## config.mk

```make
export PLATFORM = sky130hd
export DESIGN_NAME = scalar_writeback_unit
export DESIGN_NICKNAME = d
export VERILOG_FILES = /design/src/rtl/scalar_wb_pkg.sv /design/src/rtl/wb_result_fifo.sv /design/src/rtl/scalar_writeback_unit.sv
export SDC_FILE = /design/constraint.sdc
export NUM_CORES = 1
export LEC_CHECK = 0
export BUFFER_PORTS_ARGS = -buffer_cell sky130_fd_sc_hd__buf_2
export CAP_MARGIN = 20
export CORE_MARGIN = 2
export CORE_UTILIZATION = 28
export DETAILED_ROUTE_END_ITERATION = 8
export PLACE_DENSITY = 0.45
export SKIP_CTS_REPAIR_TIMING = 1
export SYNTH_ARGS = -nofsm -noshare
export SYNTH_HDL_FRONTEND = slang
export SYNTH_HIERARCHICAL = 1
export SYNTH_SLANG_ARGS = --single-unit
export TNS_END_PERCENT = 100
```

## constraint.sdc

```tcl
create_clock -name clk -period 9.19 [get_ports clk]
set_input_delay 0.4595 -clock clk [delete_from_list [all_inputs] [get_ports clk]]
set_output_delay 0.4595 -clock clk [all_outputs]
set_load 0.01 [all_outputs]
```

## src/rtl/scalar_wb_pkg.sv

```systemverilog
// Shared constants and the writeback request type used by the FIFO and the arbiter.
package scalar_wb_pkg;

    localparam int unsigned DATA_W   = 32;
    localparam int unsigned ADDR_W   = 5;
    localparam int unsigned NUM_REGS = 16;

    typedef struct packed {
        logic [ADDR_W-1:0] rd;
        logic [DATA_W-1:0] data;
    } wb_req_t;

    // True for addresses that map to a real, writable register (x0 is hardwired).
    function automatic logic addr_writable(input logic [ADDR_W-1:0] a);
        return (a != '0) && (32'(a) < NUM_REGS);
    endfunction

endpackage

```

## src/rtl/wb_result_fifo.sv

```systemverilog
// Memory-result FIFO: power-of-two depth, pointers carry an extra wrap bit so
// full and empty are told apart without a separate occupancy counter.
module wb_result_fifo
    import scalar_wb_pkg::*;
#(
    parameter int unsigned DEPTH = 4
) (
    input  logic    clk,
    input  logic    rst,
    input  logic    push,
    input  wb_req_t push_req,
    input  logic    pop,
    output wb_req_t head,
    output logic    full,
    output logic    empty
);

    localparam int unsigned PtrW = $clog2(DEPTH);
    localparam logic [PtrW:0] PtrOne = (PtrW + 1)'(1);

    logic [PtrW:0] wr_q;
    logic [PtrW:0] rd_q;
    wb_req_t       mem_q [DEPTH];

    assign empty = (wr_q == rd_q);
    assign full  = (wr_q[PtrW] != rd_q[PtrW]) && (wr_q[PtrW-1:0] == rd_q[PtrW-1:0]);
    assign head  = mem_q[rd_q[PtrW-1:0]];

    // Pointer and storage update; storage itself needs no reset.
    always_ff @(posedge clk) begin
        if (rst) begin
            wr_q <= '0;
            rd_q <= '0;
        end else begin
            if (push && !full) begin
                mem_q[wr_q[PtrW-1:0]] <= push_req;
                wr_q                  <= wr_q + PtrOne;
            end
            if (pop && !empty) begin
                rd_q <= rd_q + PtrOne;
            end
        end
    end

endmodule

```

## src/rtl/scalar_writeback_unit.sv

```systemverilog
// Scalar writeback stage: arbitrates ALU results (priority) and buffered load
// results onto the register-file write port, and tracks pending loads per
// register for load-use hazard detection.
// Optional macro WB_BYPASS_EN adds same-cycle forwarding outputs fwd1/fwd2.
module scalar_writeback_unit
    import scalar_wb_pkg::*;
#(
    parameter int unsigned MEM_DEPTH = 4,
    parameter int unsigned PEND_W    = 3
) (
    input  logic              clk,
    input  logic              rst,
    input  logic              alu_valid,
    input  logic [ADDR_W-1:0] alu_rd,
    input  logic [DATA_W-1:0] alu_data,
    input  logic              mem_valid,
    output logic              mem_ready,
    input  logic [ADDR_W-1:0] mem_rd,
    input  logic [DATA_W-1:0] mem_data,
    input  logic              ld_issue,
    input  logic [ADDR_W-1:0] ld_rd,
    input  logic [ADDR_W-1:0] q_rs1,
    input  logic [ADDR_W-1:0] q_rs2,
    output logic              rs1_busy,
    output logic              rs2_busy,
    output logic              WriteEn,
    output logic [ADDR_W-1:0] rd,
    output logic [DATA_W-1:0] InputData,
    output logic              err_addr
`ifdef WB_BYPASS_EN
    ,
    output logic              fwd1_hit,
    output logic              fwd2_hit,
    output logic [DATA_W-1:0] fwd1_data,
    output logic [DATA_W-1:0] fwd2_data
`endif
);

    localparam logic [PEND_W-1:0] PendMax = {PEND_W{1'b1}};
    localparam logic [PEND_W-1:0] PendOne = PEND_W'(1);

    wb_req_t fifo_head;
    wb_req_t mem_req;
    logic    fifo_full;
    logic    fifo_empty;
    logic    fifo_push;
    logic    fifo_pop;

    wb_req_t sel_req;
    logic    sel_valid;

    logic [PEND_W-1:0] pend_q [NUM_REGS];
    logic [PEND_W-1:0] pend_d [NUM_REGS];

    assign mem_req.rd   = mem_rd;
    assign mem_req.data = mem_data;

    // Ready depends only on registered FIFO state; a pop cannot free a slot same-cycle.
    assign mem_ready = !fifo_full;
    assign fifo_push = mem_valid && mem_ready;
    assign fifo_pop  = !alu_valid && !fifo_empty;

    wb_result_fifo #(
        .DEPTH (MEM_DEPTH)
    ) u_fifo (
        .clk      (clk),
        .rst      (rst),
        .push     (fifo_push),
        .push_req (mem_req),
        .pop      (fifo_pop),
        .head     (fifo_head),
        .full     (fifo_full),
        .empty    (fifo_empty)
    );

    // Arbiter: ALU always wins, otherwise drain the FIFO head.
    always_comb begin
        sel_valid = 1'b0;
        sel_req   = '0;
        if (alu_valid) begin
            sel_valid    = 1'b1;
            sel_req.rd   = alu_rd;
            sel_req.data = alu_data;
        end else if (!fifo_empty) begin
            sel_valid = 1'b1;
            sel_req   = fifo_head;
        end
    end

    // Output register with address filtering and sticky out-of-range error.
    always_ff @(posedge clk) begin
        if (rst) begin
            WriteEn   <= 1'b0;
            rd        <= '0;
            InputData <= '0;
            err_addr  <= 1'b0;
        end else begin
            WriteEn <= sel_valid && addr_writable(sel_req.rd);
            if (sel_valid) begin
                rd        <= sel_req.rd;
                InputData <= sel_req.data;
            end
            if (sel_valid && (32'(sel_req.rd) >= NUM_REGS)) begin
                err_addr <= 1'b1;
            end
        end
    end

    // Pending-load counters: issue increments, retire decrements, both cancel.
    always_comb begin
        for (int i = 0; i < NUM_REGS; i++) begin
            pend_d[i] = pend_q[i];
        end
        pend_d[0] = '0;
        for (int i = 1; i < NUM_REGS; i++) begin
            logic inc;
            logic dec;
            inc = ld_issue && (ld_rd == ADDR_W'(i));
            dec = fifo_pop && (fifo_head.rd == ADDR_W'(i));
            if (inc && !dec && (pend_q[i] != PendMax)) begin
                pend_d[i] = pend_q[i] + PendOne;
            end else if (dec && !inc && (pend_q[i] != '0)) begin
                pend_d[i] = pend_q[i] - PendOne;
            end
        end
    end

    // Counter state; reset also drops any load issued in the reset cycle.
    always_ff @(posedge clk) begin
        if (rst) begin
            for (int i = 0; i < NUM_REGS; i++) begin
                pend_q[i] <= '0;
            end
        end else begin
            for (int i = 0; i < NUM_REGS; i++) begin
                pend_q[i] <= pend_d[i];
            end
        end
    end

    // Hazard query; x0 and out-of-range addresses never match a counter.
    always_comb begin
        rs1_busy = 1'b0;
        rs2_busy = 1'b0;
        for (int i = 1; i < NUM_REGS; i++) begin
            if ((q_rs1 == ADDR_W'(i)) && (pend_q[i] != '0)) begin
                rs1_busy = 1'b1;
            end
            if ((q_rs2 == ADDR_W'(i)) && (pend_q[i] != '0)) begin
                rs2_busy = 1'b1;
            end
        end
    end

`ifdef WB_BYPASS_EN
    // Forward the value being written this cycle; the register file still returns the old one.
    assign fwd1_hit  = WriteEn && (rd == q_rs1) && (q_rs1 != '0);
    assign fwd2_hit  = WriteEn && (rd == q_rs2) && (q_rs2 != '0);
    assign fwd1_data = InputData;
    assign fwd2_data = InputData;
`endif

endmodule

```

**Word-level counts from Yosys, hierarchy flattened**

Memory sizes are Yosys's and may differ from the RTL's. A register that Yosys moved wholly into a read port is not among the register bits.
Cells that the tools add are included.

- Bitwise logic cells: 16
- $add $sub $neg: 32
- $mul: 0
- Magnitude comparators: 2
- Reduce and logical (&&, ||, !) cells: 177
- Shifts and indexed selects: 0
- Mux-type cells: 88
- Equality and inequality tests: 78
- Div/mod/pow operators: 0

Operator list:

| cell | count |
|---|---|
| 5-bit by 4-bit equality test with 1-bit output (second input constant) | 32 |
| 3-bit 2-to-1 mux | 46 |
| 1-bit logical AND | 128 |
| 5-bit by 3-bit equality test with 1-bit output (second input constant) | 16 |
| 37-bit 2-to-1 mux | 2 |
| 3-bit by 1-bit adder with 3-bit output (second input constant) | 17 |
| 3-bit inequality test (second input constant) | 15 |
| 3-bit nonzero test | 15 |
| 3-bit by 1-bit subtractor with 3-bit output (second input constant) | 15 |
| 5-bit by 2-bit equality test with 1-bit output (second input constant) | 8 |
| 1-bit 2-to-1 mux | 38 |
| 1-bit zero test | 33 |
| 5-bit by 1-bit equality test with 1-bit output (second input constant) | 4 |
| 1-bit bitwise OR | 16 |
| 5-bit >= comparator (second input constant) | 1 |
| 5-bit < comparator (second input constant) | 1 |
| 5-bit nonzero test | 1 |
| 2-bit 2-to-1 mux | 2 |
| 3-bit equality test | 1 |
| 2-bit equality test | 1 |
| 1-bit inequality test | 1 |

- Bits in latches: 0
- RAM bits: 196
- Memories: 2
- Register bits after elaboration: 45
- Bits in read-only memories: 0

Memory list:

| name | depth | bits a word | rd ports | clocked after memory_dff | wr ports | line | source |
|---|---|---|---|---|---|---|---|
| u_fifo.mem_q | 4 | 37 | 1 | 1 | 1 | wb_result_fifo.sv:23 | `wb_req_t mem_q [DEPTH];` |
| pend_q | 16 | 3 | 15 | 0 | 16 | scalar_writeback_unit.sv:52 | `logic [PEND_W-1:0] pend_q [NUM_REGS];` |

**Logic depth before layout (Yosys ltp)**

Gate-level depths: netlist of run 1.
An unclocked memory read counts as a cell.

- Depth after elaboration: 18
- Depth in mapped cells: 14
- Mapped depth without buffers: 12

**By module**

Netlist of run 1, hierarchy kept.

Modules (own cells, without submodules):

| module | area each (um2) | seq. area each (um2) | cells each | times used |
|---|---|---|---|---|
| wb_result_fifo | 5945.7 | 4604.4 | 263 | 1 |
| scalar_writeback_unit | 5327.6 | 1681.6 | 652 | 1 |

**Least setup slack after synthesis of run 1**

OpenSTA, ideal clock, no wires.

- Path type: register to register
- From: register u_fifo.wr_q[1]
- To: memory pend_q[1][2], in the netlist pend_q[0][5]
- Period minus slack after synthesis: 3.325 ns
- Stages on the path, launching flop included: 13
- Arrival: 3.250 ns
- Library setup time: 0.075 ns
- Slack: 5.865 ns
- Cells stage by stage: dfxtp_1 > buf_2 > xnor2_2 > nand2_2 > nor2_1 > clkbuf_1 > nor4b_2 > a2111oi_0 > nand2_1 > fa_1 > or3b_2 > a21o_1 > a31oi_1

RTL lines:

| element | line | source |
|---|---|---|
| from (decl) | wb_result_fifo.sv:21 | `logic [PtrW:0] wr_q;` |
| from (signal assigned) | wb_result_fifo.sv:37 | `wr_q <= wr_q + PtrOne;` |
| to (decl) | scalar_writeback_unit.sv:52 |  |

==> results of run 1 <==
kinds of logic after synthesis:
family          count (synthesis)
compound gates                163
xor+xnor                       19
fa+ha+maj                      20
buf+inv                        69
flops                         240
mux                            96
simple gates                  308
cell usage in the layout (no fill, tap or decap), drive strengths merged, types with 7 or more instances in the layout:
master   netlist  final
clkinv         0      9
mux2i         56     56
dfxtp         92     92
a211oi         8      8
nand4          9      9
a2111oi        7      7
xnor2         15     15
fa            15     15
buf           22    144
o21ai         24     24
and3           7      7
a21o          10     10
mux4          37     37
o211ai        13     13
clkbuf        31     35
nor2b          7      7
or3           17     17
nor3          25     25
a31oi          8      8
inv           16     16
edfxtp       148    148
nor4           9      9
o2111ai        9      9
nor3b          9      9
a21oi         49     49
nand2         28     28
nand3         36     36
nor2         122    122
cell usage after synthesis, types with 3 or more instances:
library cell	count
inv_1	16
fa_1	15
o211ai_1	11
or4b_1	3
a21o_1	10
a2111oi_0	6
nand3_1	36
dfxtp_1	92
edfxtp_1	148
o2111ai_1	9
nor4_1	8
mux2i_1	56
nand4_1	9
and2_1	3
buf_2	9
clkbuf_1	30
nor3b_1	8
xnor2_1	13
nand4bb_1	3
a41oi_1	4
or3_1	17
o31ai_1	4
nor3_1	25
or4_1	3
and3_1	7
ha_1	5
nand2_1	27
a211oi_1	7
nor2b_1	7
a31oi_1	8
nand2b_1	6
a21oi_1	48
o21ai_0	23
nor4b_1	3
xor2_1	4
nor2_1	122
mux4_2	37
buf_1	8
buf_6	4
power breakdown:
part	switching (mW)	internal [mW]	leakage, nW
Combinational	0.478	0.358	2.11
Clock	0.454	0.754	0.493
Sequential	0.0633	1.25	2.10
Total	0.995	2.36	4.70
worst max-delay path: stages (launching register included):
cell and delay [ns]:
dfxtp_1 0.53, xnor2_2 0.20, nand2_2 0.18, nor2_4 0.18, buf_4 0.66, or4b_1 0.40
o21ai_0 0.16, or3_1 0.35, fa_1 0.38, or3_1 0.40, a21o_1 0.19, a21oi_1 0.13
layer usage:
layer | vias up | GRT usage
li1 | 3760 | -
met1 | 3844 | 0.1741
met2 | 193 | 0.2266
met3 | 51 | 0.03643
met4 | 8 | 0.03753
met5 | - | 0
cell type report:
cell class / instances / area (µm²)
Antenna cell: 2 / 5.005
Tap cell: 525 / 656.9
Inverter: 16 / 60.06
Timing Repair Buffer: 144 / 748.2
Clock inverter: 17 / 261.5
Sequential cell: 240 / 6289
Clock buffer: 35 / 757.0
Multi-Input combinational cell: 606 / 4695
Fill cell: 3952 / 26260
registers in the layout (all words and copies together) (netlist names), named ones only:
| name | count |
|---|---|
| rd | 5 |
| err_addr | 1 |
| u_fifo/mem_q | 148 |
| pend_q | 45 |
| WriteEn | 1 |
| InputData | 32 |
| u_fifo/wr_q | 3 |
| u_fifo/rd_q | 3 |
worst max path at each step:
stage / from / to
global route: u_fifo/wr_q[0] / pend_q[0][14]
CTS: u_fifo/wr_q[1] / pend_q[1][20]
finish: u_fifo/wr_q[1] / pend_q[1][20]
floorplan: u_fifo/wr_q[1] / pend_q[0][5]
global placement: u_fifo/wr_q[1] / pend_q[1][5]
detailed placement: u_fifo/wr_q[1] / pend_q[1][5]
stage by stage:
stage,hold WS [ns],util,cell area (µm²)
global route,0.09389,0.3389,13470
global placement,0.4950,0.3133,12450
finish,0.1110,0.3391,13470
CTS,0.08320,0.3389,13470
floorplan,0.4694,-,11270
detailed placement,0.5001,0.3133,12450
==> impl_metrics.csv, run 1 <==
group,metric,value,unit
status,status,"finished clean",
die,die_h,204.7,µm
pwr,power.density,249.2,nW/µm²
layout,nets,1150,
clocking,clk_path_buf_depth,3,
synth,synth_top_family_by_area,"simple AND/OR/NAND/NOR gates",
layout,finalNonFillerCells,1585,
die,num_io_pins,136,
synth,synthesis.area,11270,µm²
global_route,grt_max_degree,85,
synth,synth_compound_area_frac,0.09900,
setup_path,r2r-start,"u_fifo/wr_q[1]",
clocking,clkLatencyLatePin,0.56,ns
sta,finalHoldViolCount,0,
layout,final_layout_size_suffix_gt1_frac,0.2420,
hold_path,holdPathStages,1,
setup_path,crit_required,9.65,ns
pwr,power,3.357,mW
sta,maxSlewViolCount,0,
clocking,cts_tree,"yes",
setup_path,crit_type,"reg2reg",
setup_path,worst_r2r_endpoint,"pend_q[1][20]",
hold_path,hold_class,"in2reg",
layout,syn_to_final_growth,19.50,%
die,design.core.area,39730,µm²
synth,synth_edf_count,148,
synth,synth_ff_type,"edfxtp_1",
synth,seq_area_frac_synth,0.5576,
synth,yosysTopAreaCell,"edfxtp_1",
route,viasPerCell,4.956,
sta,clock.fmax,0.2591,GHz
route,routed-wl-met2,13460,µm
synth,synth_area_per_cell,12.32,µm²
synth,yosys.area.top_type_share,0.3942,
route,wl_met1,12570,µm
synth,synth-seq-cells,240,
route,drtPass1Iterations,4,
synth,synth-adder-area-share,0.03219,
synth,synth_xor_xnor_area_share,0.01609,
sta,grt_setup_unrepaired,"false",
die,die_area,41880,µm²
clocking,cts_made_buffers,28,
global_route,grt_pass1_vias,7719,
route,wl_per_cell,18.05,µm
synth,synth_cells,915,
setup_path,reg2reg_setup_slack,5.33,ns
clocking,clk_pin_slew,0.06,ns
setup_path,crit_fanout,46,
route,drt-total-wl,28600,µm
sta,tns,0,ns
route,drt-initial-drc-count,531,
clocking,cts-root-buf,"clkbuf_16",
place,dp_hpwl,19320,µm
sta,finalWorstSetupSlack,5.330,ns
route,dr_total_vias,7856,
clocking,htreeDepth,1,
global_route,grt_pass1_wl,44260,µm
route,ant_nets,0,
hold_path,min_from,"mem_data[18]",
pwr,ir_drop,156.0,µV
route,wl_met3,1881,µm
global_route,antenna_found_initial,8,
route,drc,0,
hold_path,worst_hold_path.endpoint,"u_fifo/mem_q[0][18]",
place,pre_cts_ws,5.313,ns
place,dp_cells,1531,
die,die_w,204.7,µm
synth,synthArstFlopShare,0,
sta,slew_headroom,0.3292,
setup_path,cp_data_arrival_time,4.32,ns
synth,synth.distinct_cells,85,
global_route,grt_overflow,0,
job,maxCapViolations,0,
setup_path,worstSetupStartpointType,"flop",
die,row_count,73,
pwr,p_leak,4.702,nW
setup_path,r2r_cells,11,
setup_path,worstSetupEndpointType,"flop",
sta,setup-violations-final,0,
sta,period_needed,3.860,ns
place,io_buffers,135,
sta,skew,0.03000,ns
synth,ys_warn_count,6,
sta,fin_crit_sh,0.4200,
synth,muxShareOfSynthArea,0.1266,
synth,synth_nets,1029,
global_route,track_usage,0.1362,
sta,worst_pin_slew,0.9922,ns
clocking,cts.sinks,240,
synth,synth_simple_gate_area_frac,0.1414,
route,top_layer,"met5",
synth,synth.area.top_cells,"edfxtp_1 (39%), dfxtp_1 (16%), mux4_2 (7.4%)",
die,initial_core_util,0.2837,
place,gp_congestion,0.7813,
Note: power is estimated with default switching activity, not from simulation.
==> inputs of run 2 (changes only) <==
--- a/config.mk
+++ b/config.mk
@@ -5,6 +5,7 @@
 export SDC_FILE = /design/constraint.sdc
 export NUM_CORES = 1
 export LEC_CHECK = 0
+export ABC_AREA = 1
 export BUFFER_PORTS_ARGS = -buffer_cell sky130_fd_sc_hd__buf_2
 export CAP_MARGIN = 20
 export CORE_MARGIN = 2
==> constraint.sdc (replaced) <==
create_clock -name clk -period 3.6 [get_ports clk]
set_input_delay 0.18 -clock clk [delete_from_list [all_inputs] [get_ports clk]]
set_output_delay 0.18 -clock clk [all_outputs]
set_load 0.01 [all_outputs]
==> impl_metrics.csv, run 2 <==
group,metric,value,unit
global_route,grt_pass1_wl,48760,µm
sta,slew_headroom,0.3990,
route,viasPerCell,4.546,
global_route,grt_pass1_vias,8669,
die,initial_core_util,0.2837,
sta,worst_pin_slew,0.9015,ns
synth,synth_edf_count,148,
setup_path,slowest_stage,"buf_4",
die,die_h,204.7,µm
status,status,"finished, violations left",
route,dr_total_vias,9179,
synth,synthArstFlopShare,0,
sta,grt_setup_unrepaired,"false",
clocking,cts-root-buf,"clkbuf_16",
route,drtPass1Iterations,5,
synth,yosys.area.top_type_share,0.3942,
route,wl_per_cell,15.65,µm
layout,final_common_cell,"nand2_1",
synth,synthesis.area,11270,µm²
setup_path,critPathMaxStageDelay,0.48,ns
synth,synth.area.top_cells,"edfxtp_1 (39%), dfxtp_1 (16%), nand2_1 (9.2%)",
layout,largest_reg_flops,148,
pwr,ir_drop,379.3,µV
setup_path,critical-path-top-delay-family,"simple AND/OR/NAND/NOR gates",
setup_path,cp_data_arrival_time,3.13,ns
place,dp_hpwl,20670,µm
clocking,cts.sinks,240,
setup_path,crit_type,"reg2reg",
setup_path,critical_path_buf_inv_count,3,
clocking,clkLatencyLatePin,0.57,ns
synth,synth_nets,1384,
sta,tns,0,ns
clocking,clk_pin_slew,0.06,ns
place,dp_cells,1896,
synth,synth.distinct_cells,34,
place,io_buffers,135,
synth,ys_warn_count,6,
synth,synth.most_common_cell,"nand2_1",
global_route,antenna_found_initial,2,
setup_path,worstSetupEndpointType,"flop",
synth,synth-seq-cells,240,
synth,yosysTopAreaCell,"edfxtp_1",
clocking,htreeDepth,1,
layout,mostFrequentLayoutCells,"nand2_1 (276), nor2_1 (165), edfxtp_1 (148)",
synth,synth_ff_type,"edfxtp_1",
place,placedInstanceArea,12490,µm²
die,design.core.area,39730,µm²
setup_path,worstSetupStartpointType,"flop",
global_route,track_usage,0.1499,
synth,ys_top_cells_by_count,"nand2_1 (276), nor2_1 (168), edfxtp_1 (148), inv_1 (140), nand3_1 (120)",
layout,syn_to_final_growth,25.96,%
pwr,p_leak,5.874,nW
route,drt-total-wl,31600,µm
layout,n_fill_cell,4079,
route,ant_nets,0,
synth,synth_area_per_cell,8.877,µm²
clocking,clk_path_buf_depth,3,
route,drt-initial-drc-count,590,
layout,final_area,14200,µm²
synth,seq_area_frac_synth,0.5576,
global_route,grt_max_degree,70,
sta,clock.fmax,0.3702,GHz
status,violations,"hold timing",
layout,final_util,0.3574,
setup_path,crit_fanout,42,
sta,skew,0.009682,ns
die,die_w,204.7,µm
die,num_io_pins,136,
clocking,cts_made_buffers,29,
sta,fin_crit_sh,0.7503,
pwr,power.density,524.1,nW/µm²
place,gp_congestion,0.7885,
die,row_count,73,
synth,synth_cells,1270,
route,drc,0,
global_route,grt_overflow,0,
die,die_area,41880,µm²
layout,nets,1583,
setup_path,cp_cell_sequence,"inv_1 > nand2_1 > nand2_1 > nand3_2 > inv_1 > nor2_4 > buf_4 > nand3_1 > nand2_1 > fa_1 > nand2_1 > a21oi_1",
sta,maxSlewViolCount,0,
layout,final_layout_size_suffix_gt1_frac,0.1595,
sta,finalHoldViolCount,1,
job,maxCapViolations,0,
hold_path,hold_class,"in2reg",
sta,setup-violations-final,0,
sta,hold_slack,-0.005743,ns
layout,finalNonFillerCells,2019,
clocking,cts_tree,"yes",
sta,period_needed,2.701,ns
setup_path,crit_path_frequent_cell,"nand2_1",
pwr,power,7.442,mW
setup_path,crit_required,4.03,ns
==> run 2: logic make-up after synthesis <==
group	synth area share
AOI/OAI and AO/OA	0.1074
adders and majority gates	0.03219
buffers and inverters	0.07236
DFF	0.5576
and+or+nand+nor	0.2304
==> run 2: tightest hold or removal path, cell delays in order <==
cell and delay [ns]:
buf_2 0.08, nand2_1 0.09, nand3_1 0.10, nand2_1 0.04, inv_1 0.04
==> run 2: where the power goes <==
| part | total [mW] | switching (mW) | internal (mW) |
|---|---|---|---|
| logic | 1.17 | 0.787 | 0.387 |
| registers | 3.12 | 0.0706 | 3.05 |
| clock network | 3.15 | 1.20 | 1.95 |
| total | 7.44 | 2.06 | 5.38 |
==> run 2: per-stage QoR <==
| step | hold slack [ns] | setup WS (ns) |
|---|---|---|
| final | -0.005743 | 0.8990 |
| after floorplan | 0.2789 | 0.3919 |
| after global routing | 0.002583 | 0.5897 |
| after CTS | -0.2089 | 0.8822 |
| after detailed placement | 0.4016 | 0.8891 |
| after global placement | 0.4006 | 0.9484 |
==> run 2: layout make-up <==
type	count	area [µm²]	area share
well taps	525	656.9	0.04626
clock buffers	33	760.7	0.05357
clock inverters	21	271.5	0.01912
repair buffers	216	1464	0.1031
diodes	2	5.005	0.0003525
multi-input cells	836	4205	0.2961
inverters	146	549.3	0.03868
flip-flops and latches	240	6287	0.4428
==> run 2: path summary, 6_finish.rpt <==
| path | start | endpoint | slack (ns) | cells past startpoint |
|---|---|---|---|---|
| max | u_fifo/wr_q[0] | pend_q[1][10] | 0.90 | 12 |
| min | alu_data[23] | InputData[23] | -0.006 | 5 |
| max reg2reg | u_fifo/wr_q[0] | pend_q[1][10] | 0.90 | 12 |
| min reg2reg | err_addr | err_addr | 0.48 | 2 |
==> run 2: routing by layer <==
layer / part of all wire / vias to the layer above / GRT usage
met5: 0 / - / 0
met4: 0.022 / 0 / 0.03986
met3: 0.041 / 47 / 0.02991
met2: 0.48 / 179 / 0.2571
met1: 0.46 / 4301 / 0.1917
li1: - / 4652 / -
